===== config.mk =====
export PLATFORM = sky130hd
export DESIGN_NAME = multicycle_control
export DESIGN_NICKNAME = d
export VERILOG_FILES = /design/src/rtl/ctrl_pkg.sv /design/src/rtl/ctrl_decode.sv /design/src/rtl/multicycle_control.sv
export SDC_FILE = /design/constraint.sdc
export NUM_CORES = 1
export LEC_CHECK = 0
export BUFFER_PORTS_ARGS = -buffer_cell sky130_fd_sc_hd__buf_4
export CAP_MARGIN = 30
export CORE_ASPECT_RATIO = 1.5
export CORE_UTILIZATION = 35
export DETAILED_ROUTE_END_ITERATION = 16
export SETUP_SLACK_MARGIN = 0.2
export SKIP_LAST_GASP = 1
export SYNTH_ARGS = -nofsm -noshare
export SYNTH_HDL_FRONTEND = slang
export SYNTH_SLANG_ARGS = --single-unit

===== constraint.sdc =====
create_clock -name clk -period 4 [get_ports clk]
set_input_delay 0.8 -clock clk [delete_from_list [all_inputs] [get_ports clk]]
set_output_delay 0.8 -clock clk [all_outputs]
set_load 0.05 [all_outputs]

===== src/rtl/ctrl_pkg.sv =====
// Shared opcode/ALU/error constants and the FSM state type for the
// multi-cycle controller.
package ctrl_pkg;

  localparam logic [3:0] OP_AND = 4'b0000;
  localparam logic [3:0] OP_OR  = 4'b0001;
  localparam logic [3:0] OP_ADD = 4'b0010;
  localparam logic [3:0] OP_SUB = 4'b0110;
  localparam logic [3:0] OP_SLT = 4'b0111;
  localparam logic [3:0] OP_LW  = 4'b1000;
  localparam logic [3:0] OP_SW  = 4'b1010;
  localparam logic [3:0] OP_BNE = 4'b1110;
  localparam logic [3:0] OP_J   = 4'b1111;

  localparam logic [2:0] ALU_AND = 3'b000;
  localparam logic [2:0] ALU_OR  = 3'b001;
  localparam logic [2:0] ALU_ADD = 3'b010;
  localparam logic [2:0] ALU_SUB = 3'b110;
  localparam logic [2:0] ALU_SLT = 3'b111;

  localparam logic [1:0] ERR_NONE    = 2'b00;
  localparam logic [1:0] ERR_ILLEGAL = 2'b01;
  localparam logic [1:0] ERR_TIMEOUT = 2'b10;

  typedef enum logic [2:0] {
    S_FETCH  = 3'd0,
    S_DECODE = 3'd1,
    S_EXEC   = 3'd2,
    S_MEM    = 3'd3,
    S_WB     = 3'd4,
    S_HALT   = 3'd5,
    S_TRAP   = 3'd6
  } state_t;

endpackage


===== src/rtl/ctrl_decode.sv =====
// Combinational opcode classifier: ALU operation, writeback selects and
// instruction class flags for one opcode.
module ctrl_decode
  import ctrl_pkg::*;
#(
  parameter int OP_W  = 4,
  parameter int ALU_W = 3
) (
  input  logic [OP_W-1:0]  op,
  output logic [ALU_W-1:0] alu_con,
  output logic             reg_dst,
  output logic             mem_to_reg,
  output logic             is_rtype,
  output logic             is_lw,
  output logic             is_sw,
  output logic             is_bne,
  output logic             is_j,
  output logic             illegal
);

  always_comb begin
    alu_con    = '0;
    reg_dst    = 1'b0;
    mem_to_reg = 1'b0;
    is_rtype   = 1'b0;
    is_lw      = 1'b0;
    is_sw      = 1'b0;
    is_bne     = 1'b0;
    is_j       = 1'b0;
    illegal    = 1'b0;
    case (op)
      OP_W'(OP_ADD): begin is_rtype = 1'b1; reg_dst = 1'b1; alu_con = ALU_W'(ALU_ADD); end
      OP_W'(OP_SUB): begin is_rtype = 1'b1; reg_dst = 1'b1; alu_con = ALU_W'(ALU_SUB); end
      OP_W'(OP_AND): begin is_rtype = 1'b1; reg_dst = 1'b1; alu_con = ALU_W'(ALU_AND); end
      OP_W'(OP_OR):  begin is_rtype = 1'b1; reg_dst = 1'b1; alu_con = ALU_W'(ALU_OR);  end
      // SLT writes back through the rt field, hence reg_dst stays low
      OP_W'(OP_SLT): begin is_rtype = 1'b1; alu_con = ALU_W'(ALU_SLT); end
      OP_W'(OP_LW):  begin is_lw = 1'b1; mem_to_reg = 1'b1; alu_con = ALU_W'(ALU_ADD); end
      OP_W'(OP_SW):  begin is_sw = 1'b1; alu_con = ALU_W'(ALU_ADD); end
      OP_W'(OP_BNE): begin is_bne = 1'b1; alu_con = ALU_W'(ALU_SUB); end
      OP_W'(OP_J):   begin is_j = 1'b1; alu_con = ALU_W'(ALU_ADD); end
      default:       illegal = 1'b1;
    endcase
  end

endmodule


===== src/rtl/multicycle_control.sv =====
// Multi-cycle CPU controller: FETCH/DECODE/EXEC/MEM/WB sequencing with
// memory-wait timeout, halt at instruction boundary, traps and retire count.
module multicycle_control
  import ctrl_pkg::*;
#(
  parameter int OP_W  = 4,
  parameter int ALU_W = 3,
  parameter int TO_W  = 4,
  parameter int CNT_W = 16
) (
  input  logic             clk,
  input  logic             reset,
  input  logic [OP_W-1:0]  opcode,
  input  logic             mem_ready,
  input  logic             halt_req,
  output logic             pc_write,
  output logic             pc_write_cond,
  output logic             iord,
  output logic             ir_write,
  output logic             mem_read,
  output logic             mem_write,
  output logic             reg_write,
  output logic             reg_dst,
  output logic             mem_to_reg,
  output logic             alu_src,
  output logic             branch,
  output logic             jump,
  output logic [ALU_W-1:0] alu_con,
  output logic             halted,
  output logic             err,
  output logic [1:0]       err_code,
  output logic [CNT_W-1:0] retired
);

  state_t            state, state_next;
  logic [TO_W-1:0]   wait_cnt;
  logic [OP_W-1:0]   op_q, dec_op;
  logic [1:0]        err_code_q, trap_code;
  logic [CNT_W-1:0]  retired_q;
  logic              retire, boundary, timeout;
  logic [ALU_W-1:0]  d_alu_con;
  logic              d_reg_dst, d_mem_to_reg, d_rtype, d_lw, d_sw, d_bne, d_j, d_illegal;

  // DECODE must judge the live opcode before op_q has captured it
  assign dec_op  = (state == S_DECODE) ? opcode : op_q;
  assign timeout = (wait_cnt == {TO_W{1'b1}}) && !mem_ready;

  ctrl_decode #(.OP_W(OP_W), .ALU_W(ALU_W)) u_decode (
    .op         (dec_op),
    .alu_con    (d_alu_con),
    .reg_dst    (d_reg_dst),
    .mem_to_reg (d_mem_to_reg),
    .is_rtype   (d_rtype),
    .is_lw      (d_lw),
    .is_sw      (d_sw),
    .is_bne     (d_bne),
    .is_j       (d_j),
    .illegal    (d_illegal)
  );

  always_comb begin
    state_next    = state;
    trap_code     = ERR_NONE;
    retire        = 1'b0;
    boundary      = 1'b0;
    pc_write      = 1'b0;
    pc_write_cond = 1'b0;
    iord          = 1'b0;
    ir_write      = 1'b0;
    mem_read      = 1'b0;
    mem_write     = 1'b0;
    reg_write     = 1'b0;
    reg_dst       = 1'b0;
    mem_to_reg    = 1'b0;
    alu_src       = 1'b0;
    branch        = 1'b0;
    jump          = 1'b0;
    alu_con       = '0;
    halted        = 1'b0;
    err           = 1'b0;
    if (reset) begin
      state_next = S_FETCH;
    end else begin
      case (state)
        S_FETCH: begin
          if (timeout) begin
            state_next = S_TRAP;
            trap_code  = ERR_TIMEOUT;
          end else begin
            mem_read = 1'b1;
            if (mem_ready) begin
              ir_write   = 1'b1;
              pc_write   = 1'b1;
              state_next = S_DECODE;
            end
          end
        end
        S_DECODE: begin
          if (d_illegal) begin
            state_next = S_TRAP;
            trap_code  = ERR_ILLEGAL;
          end else begin
            state_next = S_EXEC;
          end
        end
        S_EXEC: begin
          alu_con = d_alu_con;
          if (d_rtype) begin
            state_next = S_WB;
          end else if (d_lw || d_sw) begin
            alu_src    = 1'b1;
            state_next = S_MEM;
          end else if (d_bne) begin
            branch        = 1'b1;
            pc_write_cond = 1'b1;
            boundary      = 1'b1;
          end else if (d_j) begin
            jump     = 1'b1;
            pc_write = 1'b1;
            boundary = 1'b1;
          end else begin
            state_next = S_TRAP;
            trap_code  = ERR_ILLEGAL;
          end
        end
        S_MEM: begin
          if (timeout) begin
            state_next = S_TRAP;
            trap_code  = ERR_TIMEOUT;
          end else begin
            iord      = 1'b1;
            mem_read  = d_lw;
            mem_write = d_sw;
            if (mem_ready && d_lw) state_next = S_WB;
            else if (mem_ready)    boundary   = 1'b1;
          end
        end
        S_WB: begin
          reg_write  = 1'b1;
          reg_dst    = d_reg_dst;
          mem_to_reg = d_mem_to_reg;
          boundary   = 1'b1;
        end
        S_HALT: begin
          halted = 1'b1;
          if (!halt_req) state_next = S_FETCH;
        end
        S_TRAP:  err = 1'b1;
        default: begin
          state_next = S_TRAP;
          trap_code  = ERR_NONE;
        end
      endcase
      // Completed instruction: count it unless parking in HALT instead
      if (boundary) begin
        if (halt_req) begin
          state_next = S_HALT;
        end else begin
          state_next = S_FETCH;
          retire     = 1'b1;
        end
      end
    end
  end

  always_ff @(posedge clk) begin
    if (reset) begin
      state      <= S_FETCH;
      wait_cnt   <= '0;
      op_q       <= '0;
      err_code_q <= ERR_NONE;
      retired_q  <= '0;
    end else begin
      state <= state_next;
      if (state_next != state)
        wait_cnt <= '0;
      else if (!mem_ready && (state == S_FETCH || state == S_MEM))
        wait_cnt <= wait_cnt + TO_W'(1);
      else
        wait_cnt <= '0;
      if (state == S_DECODE) op_q <= opcode;
      if (state_next == S_TRAP && state != S_TRAP) err_code_q <= trap_code;
      if (retire) retired_q <= retired_q + CNT_W'(1);
    end
  end

  assign err_code = reset ? ERR_NONE : err_code_q;
  assign retired  = reset ? '0 : retired_q;

endmodule


* After elaboration in Yosys (flattened, before gate mapping)
Index checks and enable logic that the tools add are counted. Widths: inputs -> output; s select.
Storage, ports and cells: input bits 8, register bits after elaboration 29, word-level logic and storage cells 126
Cells by class: mux-type cells 83, eq/ne operators 18, $add $sub $neg 2, bitwise operators 1, reductions and logical operators 17
Operator list (count):
- $mux 1 | 58
- $mux 3 | 15
- $eq 4x4->1 const B | 5
- $pmux 3 s6 | 1
- $add 16x1->16 const B | 1
- $mux 16 | 1
- $eq 3x3->1 const B | 4
- $pmux 3 s4 | 1
- $reduce_or 9->1 | 1
- $eq 4x3->1 const B | 2
- $reduce_or 4->1 | 2
- $eq 3x2->1 const B | 2
- $pmux 2 s3 | 1
- $reduce_or 2->1 | 3
- $reduce_or 5->1 | 1
- $add 4x1->4 const B | 1
- $eq 4x1->1 const B | 1
- $eq 4x2->1 const B | 1
- $logic_and 1x1->1 | 4
- $logic_not 4->1 | 1
- $mux 2 | 2
- $mux 4 | 1
- $pmux 1 s2 | 2
- $eq 3x1->1 const B | 1
- other kinds (8) | 9

* Depth between registers and ports, before layout
word-level depth 14, depth in mapped cells 7

* Cells and area by module
A second synthesis with hierarchy kept.
Unflattened totals: cells, all modules 226, area total of the unflattened synthesis 1851.8 µm²
By module, submodules not included:
- multicycle_control | cells an instance 206, instances 1, area each 1695.4 µm²
- ctrl_decode | cells an instance 20, instances 1, area each 156.4 µm²

* Least setup slack after synthesis
OpenSTA, ideal clock, no wires.
path kind input to output, start point input reset, end point output reg_dst, cell stages on the path 4, data arrival time 2.799 ns, path slack 0.401 ns, required time 3.200 ns, buffers on the path 1, path through clkbuf_1 > nor2_1 > and2_1 > nor3b_1
Between the ends: longest elaborated chain between the ends 1
Ends and longest elaborated chain:
- start, declared | line multicycle_control.sv:12 | input logic reset,
- $mux 1 | line multicycle_control.sv:81 | if (reset) begin
- end, declared | line multicycle_control.sv:23 | output logic reg_dst,
No other way between the ends.

* Final worst setup path
start point register state[0], end point output reg_dst
Between the ends: longest elaborated chain between the ends 7
Ends and longest elaborated chain:
- start, declared | line multicycle_control.sv:35 | state_t state, state_next;
- start signal, assigned | line multicycle_control.sv:174 | state <= state_next;
- $eq 3x1->1 | line multicycle_control.sv:45 | assign dec_op = (state == S_DECODE) ? opcode : op_q;
- $mux 4
- $eq 4x2->1 (tied with other cells) | line ctrl_decode.sv:31 | case (op)
- $reduce_or 4->1 (no line)
- $mux 1 | line ctrl_decode.sv:31
- $mux 1 (*) | line multicycle_control.sv:84 | case (state)
- $mux 1 (*) | line multicycle_control.sv:81
Mark *: on every way between the ends. The rest lies on a longest branch, timed or not.

==> reports/metrics.cfg <==
[synth]
syn-cell-area_um2=1960
async_reset_ff_share_pct=0
yosysWarnings=0
ys_seq_area_share_pct=29.6
ys.flop_type=dfxtp_1
syn_inst=240
syn-num-nets=250
avgSynthCellArea_um2=8.18
ys_types=53
synth_edf_count=0
ys_ff_latch=29

[power_and_ir_drop]
p_per_area_nw_per_um2=453
switching_share_pct=42.2
vdd_drop_max_uv=207
internal_power_uw=623
leakage_nw=0.954
clkPwrFrac_pct=22.3
switching_power_uw=454
pwr-share-comb_pct=41.8
seq_power_share_pct=35.8

[run]
drv_cap=0

[global_route]
antenna_found_initial=0
grt_max_degree=52
grt.overflow.total=0
grt_pass1_wl_um=8010
first_global_vias=1704
grt_usage_pct=17.1

[critical_path]
r2r_slack_ns=1.46
cp.required_ns=3.20
cp_max_fo=16
rr_worst_depth=5
end_kind=primary output
worstPathArrival_ns=2.29
r2r_start=state[1]
start_kind=flip-flop
rr_endpoint=retired_q[15]
crit_type=flip-flop to primary output

[floorplan]
dieArea_um2=5920
num_io_pins=43
initial_core_util_pct=36.0
core_um2=5450
rows=33
die_w_um=63.2
die_y_um=93.7

[sta]
maxSlewHeadroom_pct=65.3
hold_viol_final=0
skew_ns=0.00510
hold_ws_ns=0.466
fmax_ghz=0.323
slew_violations=0
fin_crit_ns=3.09
fin_setup_tns_ns=0
fin_crit_sh_pct=77.3
setup_violations=0
setup_ws_ns=0.906
rsz0062_at_grt=false
tightest_slew_ns=0.519

[final_layout]
drive_above_1_share_pct=24.9
nets=283
final_util_pct=43.6
n_fill_cell=576
syn_to_final_growth_pct=21.2
antenna_cells=0

[clock_tree]
cts_num_sinks=29
h-tree-depth=2
post_cts_hold_buffer_count=0
clock_latency_ns=0.28
clkTransAtPathRegs_ns=0.06
cts_tree=yes
cts_setup_buffers=0
cts.repair.resized=0
cts_buffers=5
cts_buffer_depth=2
cts_root_buf=clkbuf_8

[detailed_routing]
vias=1809
drt-initial-drc-count=110
post_drt_wl_per_cell_um=13.7
avgViaCountPerCell=5.27
remaining_drc_errors=0
drtPass1Iterations=4
wirelength_um=4700
antenna_left=0

[hold_path]
whs_endpoint=wait_cnt[0]
hp-class=flip-flop to flip-flop
min_from=wait_cnt[0]
hold_path_depth=1

[placement]
io_buffers=42
place_ws_ns=1.01
dpl.hpwl_um=3490
place_congestion=0.848

[outcome]
status=completed

[how the worst max path moves through the flow]
stage,start,endpoint,slack [ns],cells past startpoint
after CTS,state[0],reg_dst,0.89,5
final,state[0],reg_dst,0.91,5
after floorplan,reset,reg_dst,0.40,4
after global routing,state[0],reg_dst,0.72,5
after detailed placement,reset,pc_write,1.01,6
after global placement,reset,pc_write,1.01,6
[placed cells by master, fill, tap and decap left out, types with 2 or more instances in the layout]
cell type and instances:
nor3_1 12, o31ai_1 2, nor4b_1 3, nor2_1 28, a211oi_4 2, mux2_2 4, o21ai_0 2, mux2_1 8
nand4_1 6, nand3b_1 2, nand3_1 7, dfxtp_1 29, xor2_1 2, and2_1 7, ha_1 2, and4_1 2
a21oi_1 10, nand2_1 18, a2111oi_2 3, or2_2 2, a21oi_2 2, clkbuf_8 6, inv_1 4, xnor2_1 6
and3_1 5, nor3b_1 6, mux2i_1 5, buf_4 43, nor2b_1 20, or3_1 4
[sequential cells by signal (all words and copies together), names as in the netlist]
name and count:
err_code_q 2, retired_q 16, op_q 4, wait_cnt 4, state 3
[through the flow]
stage	area (um^2)	power (mW)	instances
floorplan	1960	0.735	240
global placement	2290	0.842	336
detailed placement	2290	0.842	336
CTS	2380	1.09	343
global route	2380	1.16	343
finish	2380	1.08	343
[cells in the mapped netlist (3+ instances only)]
| cell type | count | share of area, % |
|---|---|---|
| nand2_1 | 18 | 3.4 |
| nor2b_1 | 20 | 6.4 |
| a2111oi_2 | 3 | 2.3 |
| nor3b_1 | 6 | 2.3 |
| nor4b_1 | 3 | 1.3 |
| xnor2_1 | 6 | 2.7 |
| and2_1 | 7 | 2.2 |
| or3_1 | 4 | 1.3 |
| clkbuf_1 | 7 | 1.3 |
| nand3_1 | 7 | 1.8 |
| dfxtp_1 | 29 | 30 |
| nand4_1 | 6 | 1.9 |
| nor2_1 | 28 | 5.4 |
| inv_1 | 4 | 0.76 |
| mux2i_1 | 5 | 2.5 |
| mux2_2 | 4 | 2.3 |
| and3_1 | 5 | 1.6 |
| a21oi_1 | 10 | 2.5 |
| buf_1 | 3 | 0.57 |
| buf_2 | 5 | 1.3 |
| nor3_1 | 12 | 3.1 |
| mux2_1 | 8 | 4.6 |
[area by class of cell]
type	instances	area [um^2]	area share [%]
Inverter	4	15.0	0.631
Sequential cell	29	581	24.4
Clock buffer	7	86.3	3.63
Tap cell	70	87.6	3.68
Multi-Input combinational cell	190	1290	54.1
Timing Repair Buffer	43	323	13.6
[routing by layer]
layer  vias to the layer above  wire length, um  track usage (%)  part of all wire, %
li1                        915                -                -                    -
met1                       851             1890             19.5                   40
met2                        40             2620             31.2                   56
met3                         3              156             2.79                  3.3
met4                         0               23             6.98                 0.49
met5                         -                0                0                    0
[power by group through the flow]
stage          clock [mW]  combinational, mW  sequential [mW]
6_report            0.241              0.451            0.386
5_1_grt             0.267              0.500            0.396
4_1_cts             0.252              0.453            0.384
3_5_place_dp            0              0.451            0.390
3_3_place_gp            0              0.452            0.390
2_1_floorplan           0              0.393            0.342
[cell families (layout without fill, tap and decap cells)]
| group | count (synthesis) | after routing | share of synthesized area (%) |
|---|---|---|---|
| compound gates | 34 | 34 | 14.9 |
| xor+xnor | 8 | 8 | 3.57 |
| fa+ha+maj | 2 | 2 | 1.27 |
| buf+inv | 21 | 54 | 4.91 |
| flops | 29 | 29 | 29.6 |
| mux | 17 | 17 | 9.43 |
| simple gates | 129 | 129 | 36.4 |
[critical path: stages, from the launching register on]
cell and delay, ns:
dfxtp_1 0.63, nor3b_1 0.38, mux2i_1 0.44, nand2_1 0.13
nor3b_1 0.22, buf_4 0.23
No activity file was read; power rests on OpenSTA's default activity.
